`config.mk`:
```
export PLATFORM = sky130hd
export DESIGN_NAME = pc_redirect_controller
export DESIGN_NICKNAME = d
export VERILOG_FILES = /design/src/rtl/package_project_typedefs.sv /design/src/rtl/sat_counter.sv /design/src/rtl/pc_redirect_controller.sv
export SDC_FILE = /design/constraint.sdc
export NUM_CORES = 1
export LEC_CHECK = 0
export CAP_MARGIN = 20
export CORE_ASPECT_RATIO = 0.9
export CORE_MARGIN = 4
export CORE_UTILIZATION = 57
export DETAILED_ROUTE_END_ITERATION = 8
export DONT_BUFFER_PORTS = 1
export PLACE_DENSITY_LB_ADDON = 0.2
export SYNTH_ARGS = -nofsm -noshare
export SYNTH_HDL_FRONTEND = slang
export SYNTH_SLANG_ARGS = --single-unit
```
`constraint.sdc`:
```
create_clock -name clk -period 2.8 [get_ports clk]
set_input_delay 0.42 -clock clk [delete_from_list [all_inputs] [get_ports clk]]
set_output_delay 0.42 -clock clk [all_outputs]
set_load 0.02 [all_outputs]
```
`src/rtl/package_project_typedefs.sv`:
```
// Shared fetch/branch typedefs: branch classes, redirect FSM states and
// the default trap vector.
package package_project_typedefs;

  localparam int unsigned PC_W = 32;
  localparam logic [PC_W-1:0] TRAP_VECTOR_DEFAULT = 32'h0000_0100;

  typedef enum logic [3:0] {
    NO_JUMP_BRANCH,
    BRANCH_EQ,
    BRANCH_NE,
    BRANCH_LT,
    BRANCH_GE,
    BRANCH_LTU,
    BRANCH_GEU,
    JUMP_AL,
    JUMP_ALR
  } BranchControl;

  typedef enum logic [1:0] {
    RUN,
    REDIRECT,
    TRAP
  } RedirectState;

  // JALR drops bit 0 of its computed target; every other class uses it as is
  function automatic logic [PC_W-1:0] effective_target(input BranchControl bt,
                                                       input logic [PC_W-1:0] tgt);
    return (bt == JUMP_ALR) ? {tgt[PC_W-1:1], 1'b0} : tgt;
  endfunction

endpackage

```
`src/rtl/sat_counter.sv`:
```
// Up-counter that sticks at all-ones instead of wrapping.
module sat_counter #(
  parameter int unsigned WIDTH = 16
) (
  input  logic             clk,
  input  logic             rst,
  input  logic             inc,
  output logic [WIDTH-1:0] count
);

  logic [WIDTH-1:0] r_count;

  always_ff @(posedge clk or posedge rst) begin
    if (rst) begin
      r_count <= '0;
    end else if (inc && (r_count != {WIDTH{1'b1}})) begin
      r_count <= r_count + WIDTH'(1);
    end
  end

  assign count = r_count;

endmodule

```
`src/rtl/pc_redirect_controller.sv`:
```
// Fetch PC sequencer: steps PC+4, redirects on taken EX branches/jumps,
// traps misaligned targets, and keeps branch statistics.
module pc_redirect_controller
  import package_project_typedefs::*;
#(
  parameter logic [PC_W-1:0] RESET_PC    = 32'h0000_0000,
  parameter logic [PC_W-1:0] TRAP_VECTOR = TRAP_VECTOR_DEFAULT,
  parameter int unsigned     CNT_W       = 16
) (
  input  logic              clk,
  input  logic              reset,
  input  logic              stall,
  input  logic              ex_valid,
  input  logic [PC_W-1:0]   ex_pc,
  input  BranchControl      branch_type,
  input  logic              branch_decision,
  input  logic [PC_W-1:0]   branch_target,
  output logic [PC_W-1:0]   pc,
  output logic              flush_if_id,
  output logic              flush_id_ex,
  output logic              trap,
  output logic [PC_W-1:0]   trap_pc,
  output logic [CNT_W-1:0]  branch_count,
  output logic [CNT_W-1:0]  taken_count
);

  RedirectState    r_state;
  RedirectState    w_next_state;
  logic [PC_W-1:0] r_pc;
  logic [PC_W-1:0] w_next_pc;
  logic            r_trap;
  logic [PC_W-1:0] r_trap_pc;
  logic [PC_W-1:0] w_eff_target;
  logic            w_misaligned;
  logic            w_evaluate;
  logic            w_redirect;
  logic            w_trap_take;

  assign w_eff_target = effective_target(branch_type, branch_target);
  assign w_misaligned = (w_eff_target[1:0] != 2'b00);
  assign w_evaluate   = (r_state == RUN) && ex_valid && !stall &&
                        (branch_type != NO_JUMP_BRANCH);

  // Next state / next PC; the post-redirect states only step past the bubble
  always_comb begin
    w_next_state = r_state;
    w_next_pc    = r_pc;
    w_redirect   = 1'b0;
    w_trap_take  = 1'b0;
    if (!stall) begin
      w_next_pc = r_pc + 32'd4;
      unique case (r_state)
        RUN: begin
          if (w_evaluate && branch_decision) begin
            if (w_misaligned) begin
              w_trap_take  = 1'b1;
              w_next_pc    = TRAP_VECTOR;
              w_next_state = TRAP;
            end else begin
              w_redirect   = 1'b1;
              w_next_pc    = w_eff_target;
              w_next_state = REDIRECT;
            end
          end
        end
        default: w_next_state = RUN;
      endcase
    end
  end

  always_ff @(posedge clk or posedge reset) begin
    if (reset) begin
      r_state   <= RUN;
      r_pc      <= RESET_PC;
      r_trap    <= 1'b0;
      r_trap_pc <= '0;
    end else begin
      r_state <= w_next_state;
      r_pc    <= w_next_pc;
      r_trap  <= w_trap_take;
      if (w_trap_take) begin
        r_trap_pc <= ex_pc;
      end
    end
  end

  sat_counter #(.WIDTH(CNT_W)) u_branch_cnt (
    .clk   (clk),
    .rst   (reset),
    .inc   (w_evaluate),
    .count (branch_count)
  );

  sat_counter #(.WIDTH(CNT_W)) u_taken_cnt (
    .clk   (clk),
    .rst   (reset),
    .inc   (w_redirect | w_trap_take),
    .count (taken_count)
  );

  assign pc          = r_pc;
  assign trap        = r_trap;
  assign trap_pc     = r_trap_pc;
  assign flush_if_id = (w_redirect | w_trap_take) & ~reset;
  assign flush_id_ex = (w_redirect | w_trap_take) & ~reset;

endmodule
```
==> results.toml, run 1 <==
[grt]
antenna_found_initial = 0
track_usage = 0.235
grt_pass1_vias = 3597
grt_pass1_wl_mm = 18.6
gr-total-overflow = 0
grt_max_degree = 53

[critical_path]
crit_type = "flop to flop"
arrival_ns = 2.72
r2r-start = "pc[4]$_DFFE_PP0N_"
path_delay_family = "simple AND/OR/NAND/NOR gates"
critical_path.max_stage_delay_ns = 0.62
crit_path_start_kind = "flop"
reg2reg_to = "pc[31]$_DFFE_PP0N_"
critPathBufInv = 0
crit_slowest_cell = "nor4_1"
end_kind = "flop"
rr_worst_depth = 5
critPathMaxFanout = 7
r2r_slack_ns = 0.38
crit_path_frequent_cell = "nand3_1"
critPathRequiredTime_ns = 3.09
crit_chain = "nand4_1 -> nor4_1 -> nand3_1 -> or4_1 -> nand3_1"

[power_and_ir_drop]
leakage_nw = 2.11
p_total_mw = 3.90
p_per_area_nw_per_um2 = 754
ir_worst_vdd_mv = 0.414

[routing]
detail_route.wl_per_cell_um = 20.6
drc = 0
drt_first_pass_iters = 4
first_iter_violations = 203
viasPerCell = 6.41
vias = 3629
routed_wl_mm = 11.7
postRouteAntennaNets = 0

[yosys]
synthAdderAreaFrac = 0.00775
netlist_area_um2 = 4850
synth_ff_type = "dfrtp_1"
syn_nets = 532
synth_top_family_by_area = "simple AND/OR/NAND/NOR gates"
synth_top_area_frac = 0.511
synth_compound_area_frac = 0.113
yosys.area.top_type = "dfrtp_1"
yosys-top-cells-area = "dfrtp_1, mux2_2, nand2_1, nand3_1, nand4_1"
async_flop_share = 1.00
yosysWarnings = 0
synthCells = 456
synth_xor_area_frac = 0.0488
ys_ff_latch = 99
synth_area_per_cell_um2 = 10.6
synthDistinctLibCells = 53
synth_mux_area_frac = 0.0857
synth-edff-count = 0
yosysSeqAreaShare = 0.511
synth-simple-area-share = 0.204

[floorplanning]
dieArea_um2 = 10000
ios = 172
initial_utilization = 0.595
die_y_um = 95.5
die_w_um = 105
row_count = 31
design.core.area_um2 = 8150

[finish]
drive_above_1_share = 0.171
synthToLayoutAreaGrowth_pct = 6.58
diodes = 0
nNetsFinal = 538
finalNonFillerCells = 566

[place]
place_hpwl_mm = 8.56
placed_cells = 548
gp_congestion = 0.898
portBuffers = 0

[sta]
holdWs_ns = 0.152
slew_viol_final = 0
fin_tns_setup_ns = 0
tightest_slew_ns = 0.919
relSlewSlack = 0.386
fin_crit_sh = 0.864
setup_viol = 0
timing.fmax_mhz = 413
finClkSkew_ns = 0.00764
hold_viol = 0
min_period_ns = 2.42
rsz0062_at_grt = "false"

[cts]
htree_levels = 3
clock_latency_ns = 0.36
numCtsBuffers = 9
numClockSinks = 99
cts_tree = "built"
cts_buffer_depth = 2
post_cts_buffers = 0
cts_root_buf = "clkbuf_8"
clkTransAtPathRegs_ns = 0.09

[flow_run]
drv_cap = 0

[min_path]
hold_depth = 1
hold_end = "pc[2]$_DFFE_PP0N_"
hold_class = "input pin to flop"
hold_start = "stall"

[status]
status = "completed"
## worst max path at each step
stage,startpoint,end,slack (ns),cells after the start
finish,pc[4]$_DFFE_PP0N_,pc[31]$_DFFE_PP0N_,0.38,5
floorplan,branch_type[1],flush_if_id,0.59,6
global placement,pc[4]$_DFFE_PP0N_,pc[31]$_DFFE_PP0N_,0.46,5
CTS,pc[4]$_DFFE_PP0N_,pc[31]$_DFFE_PP0N_,0.36,5
global route,pc[4]$_DFFE_PP0N_,pc[31]$_DFFE_PP0N_,0.21,5
detailed placement,pc[4]$_DFFE_PP0N_,pc[31]$_DFFE_PP0N_,0.40,5
## cells in the mapped netlist (all sizes together) (5+ instances only)
library cell	number
dfrtp	99
nand2	54
mux2	36
nand3	31
nor2	27
nand4	21
o21ai	18
xnor2	15
a21oi	14
buf	13
xor2	12
inv	10
nor3	10
a31oi	8
nor4	8
o211ai	8
and3	6
clkbuf	6
o311ai	5
or3	5
or4	5
## flip-flops by register name, summed over array words and instances (netlist names)
signal              flops
r_state                 2
u_branch_cnt.count     16
pc                     32
u_taken_cnt.count      16
trap_pc                32
trap                    1
## metrics by stage
stage | util | instance area (µm²) | setup slack [ns]
floorplan | - | 4850 | 0.588
global placement | 0.609 | 4960 | 0.461
detailed placement | 0.609 | 4960 | 0.399
CTS | 0.630 | 5130 | 0.360
global route | 0.634 | 5160 | 0.207
finish | 0.634 | 5160 | 0.380
## where the power goes
part           internal, mW  switching [mW]
Sequential             1.73           0.752
Combinational         0.299           0.276
Clock                 0.333           0.508
## kinds of logic (layout without fill, tap and decap cells)
kind of cell / count (synthesis) / count (layout)
XOR/XNOR: 27 / 27
buffers and inverters: 29 / 40
multiplexers: 37 / 37
AO/OA/AOI/OAI: 80 / 80
flip-flops: 99 / 99
AND/OR/NAND/NOR: 181 / 181
adder cells (fa/ha/maj): 3 / 3
## metal layers
metal,GRT usage,vias up,part of all wire
li1,-,1688,-
met1,0.290,1749,0.40
met2,0.370,178,0.47
met3,0.102,14,0.11
met4,0.0831,0,0.015
met5,0,-,0
## cell type report
cell class / count / area [µm²]
Fill cell: 657 / 2980
Multi-Input combinational cell: 328 / 2230
Tap cell: 99 / 124
Timing Repair Buffer: 14 / 120
Inverter: 10 / 41.3
Clock buffer: 10 / 128
Clock inverter: 6 / 47.5
Sequential cell: 99 / 2480
## what timing repair did
item	in CTS	in global routing
hold buffers	0	1
hold endpoints to repair	0	7
resized for setup	0	0
## layout by cell type (no fill, tap or decap), types with 9 or more instances in the layout
master     n
nor2_1    25
buf_4     12
xnor2_1   15
nand3_1   31
mux2_2    36
a21oi_1   14
dfrtp_1   99
xor2_1    12
nand2_1   54
o21ai_0   18
inv_1      9
nand4_1   21
clkbuf_8   9
## worst reg2reg max path: stages, from the launching register on
cell	delay [ns]
dfrtp_1	0.59
nand4_1	0.29
nor4_1	0.62
nand3_1	0.25
or4_1	0.52
nand3_1	0.09
Power figures use the tool's default switching activity.
==> inputs of run 2 (changes only) <==
==> constraint.sdc (replaced) <==
create_clock -name clk -period 2.2 [get_ports clk]
set_input_delay 0.55 -clock clk [delete_from_list [all_inputs] [get_ports clk]]
set_output_delay 0.55 -clock clk [all_outputs]
set_load 0.02 [all_outputs]
==> run 2 against run 1 <==
The run now ends with setup timing left. Hold slack better by 0.046 ns. Largest power group unchanged. Highest routed layer unchanged. Wire length up 3.6%. Sequential power up 14%. Largest cell class unchanged. Cell count grew 8.1%. Critical path type is now flop to output port.
==> results.toml, run 2 (same netlist as run 1, synthesis figures left out) <==
[routing]
viasPerCell = 6.26
routed_wl_mm = 12.1
drt_first_pass_iters = 4
first_iter_violations = 231
vias = 3832
postRouteAntennaNets = 0
detail_route.wl_per_cell_um = 19.8
drc = 0

[finish]
multi_input_area_um2 = 2260
final_util = 0.690
nNetsFinal = 585
final_common_cell = "dfrtp_1"
diodes = 0
seq_area_um2 = 2480
synthToLayoutAreaGrowth_pct = 16.0
drive_above_1_share = 0.255
layout_common_cells = "dfrtp_1, buf_4, nand2_1, mux2_2, nand3_1"
fin_area_um2 = 5620
fillerInstances = 622

[grt]
grt_max_degree = 100
grt_pass1_wl_mm = 19.5
antenna_found_initial = 0
track_usage = 0.243
gr-total-overflow = 0
busiest_layer = "met2"
grt_pass1_vias = 3831
gr-usage-met1 = 0.314
globalRouteMet3Util = 0.0846
use_met2 = 0.380

[sta]
tightest_slew_ns = 0.571
setup_viol = 2
fin_tns_setup_ns = -0.00649
rsz0062_at_grt = "true"
holdWs_ns = 0.198
fin_crit_sh = 1.00
min_period_ns = 2.20
hold_viol = 0
slew_viol_final = 0
finClkSkew_ns = 0.00751
timing.fmax_mhz = 454
relSlewSlack = 0.619
setup_ws_ns = -0.00326

[power_and_ir_drop]
ir_worst_vdd_mv = 0.647
leakage_nw = 2.38
p_total_mw = 5.41
p_per_area_nw_per_um2 = 963

[cts]
numCtsBuffers = 9
cts_hold_buffers = 0
cts_root_buf = "clkbuf_8"
cts_tree = "built"
htree_levels = 3
numClockSinks = 99
clock_latency_ns = 0.36
clkTransAtPathRegs_ns = 0.09
cts_buffer_depth = 2

[critical_path]
end_kind = "output port"
arrival_ns = 1.65
crit_path_start_kind = "flop"
critPathMaxFanout = 4
crit_type = "flop to output port"
critPathRequiredTime_ns = 1.65
r2r_slack_ns = 0.06

[place]
place_hpwl_mm = 8.97
placed_cell_area_um2 = 5340
gp_congestion = 0.916
portBuffers = 0

[floorplanning]
die_w_um = 105
die_y_um = 95.5
row_count = 31
ios = 172
dieArea_um2 = 10000
initial_utilization = 0.595
design.core.area_um2 = 8150

[status]
status = "finished with violations"
failed_checks = "setup timing"

[min_path]
hold_class = "input pin to asynchronous set/reset pin"

[flow_run]
drv_cap = 0
## run 2: layout make-up
type / count / share of cell area
inverter: 10 / 0.00735
timing repair buffer: 61 / 0.0895
tap: 99 / 0.0220
clock inverter: 5 / 0.0154
multi-input combinational: 328 / 0.402
sequential: 99 / 0.441
clock buffer: 10 / 0.0227
## run 2: path summary, 6_finish.rpt
kind                                        startpoint                            endpoint  depth (start not counted)
worst max-delay path            r_state[0]$_DFFE_PP0P_                         flush_if_id                          4
worst min-delay path                             reset             trap_pc[22]$_DFFE_PP0P_                          2
worst max register to register  r_state[0]$_DFFE_PP0P_             trap_pc[25]$_DFFE_PP0P_                          5
worst min register to register  r_state[1]$_DFFE_PP0P_              r_state[1]$_DFFE_PP0P_                          1
max in group asynchronous                        reset  u_branch_cnt.count[14]$_DFFE_PP0P_                          2
min in group clk                                 stall                   pc[2]$_DFFE_PP0N_                          1
## run 2: worst max-delay path, cell delays in order, from the launching register on
cell     delay [ns]
dfrtp_1        0.42
nor4b_4        0.36
nand3_4        0.14
buf_8          0.15
nor2_4         0.22
## run 2: per-layer routing
layer,routed length [µm],up-vias,share of wire
met5,0,-,0
met1,4920,1825,0.41
met4,244,0,0.020
met2,5760,198,0.48
li1,-,1785,-
met3,1170,24,0.097
## run 2: repair_timing
| action | 4_1_cts | 5_1_grt |
|---|---|---|
| setup endpoints to repair | 2 | 28 |
| pin swaps | 3 | 3 |
| gates cloned | 0 | 0 |
| gates resized for setup | 2 | 3 |
| buffers inserted | 4 | 2 |
| endpoints found under the hold margin | 0 | 0 |
## run 2: where the power goes
group / internal, mW / switching [mW] / total (mW)
combinational: 0.588 / 0.736 / 1.32
clock: 0.643 / 0.613 / 1.26
sequential: 2.20 / 0.630 / 2.83
## run 2: through the flow
step	std cells	setup WS, ns
6_report	612	-0.00326
5_1_grt	612	-0.102
4_1_cts	610	-0.0816
3_5_place_dp	591	-0.110
3_3_place_gp	591	-0.0124
2_1_floorplan	456	0.00388
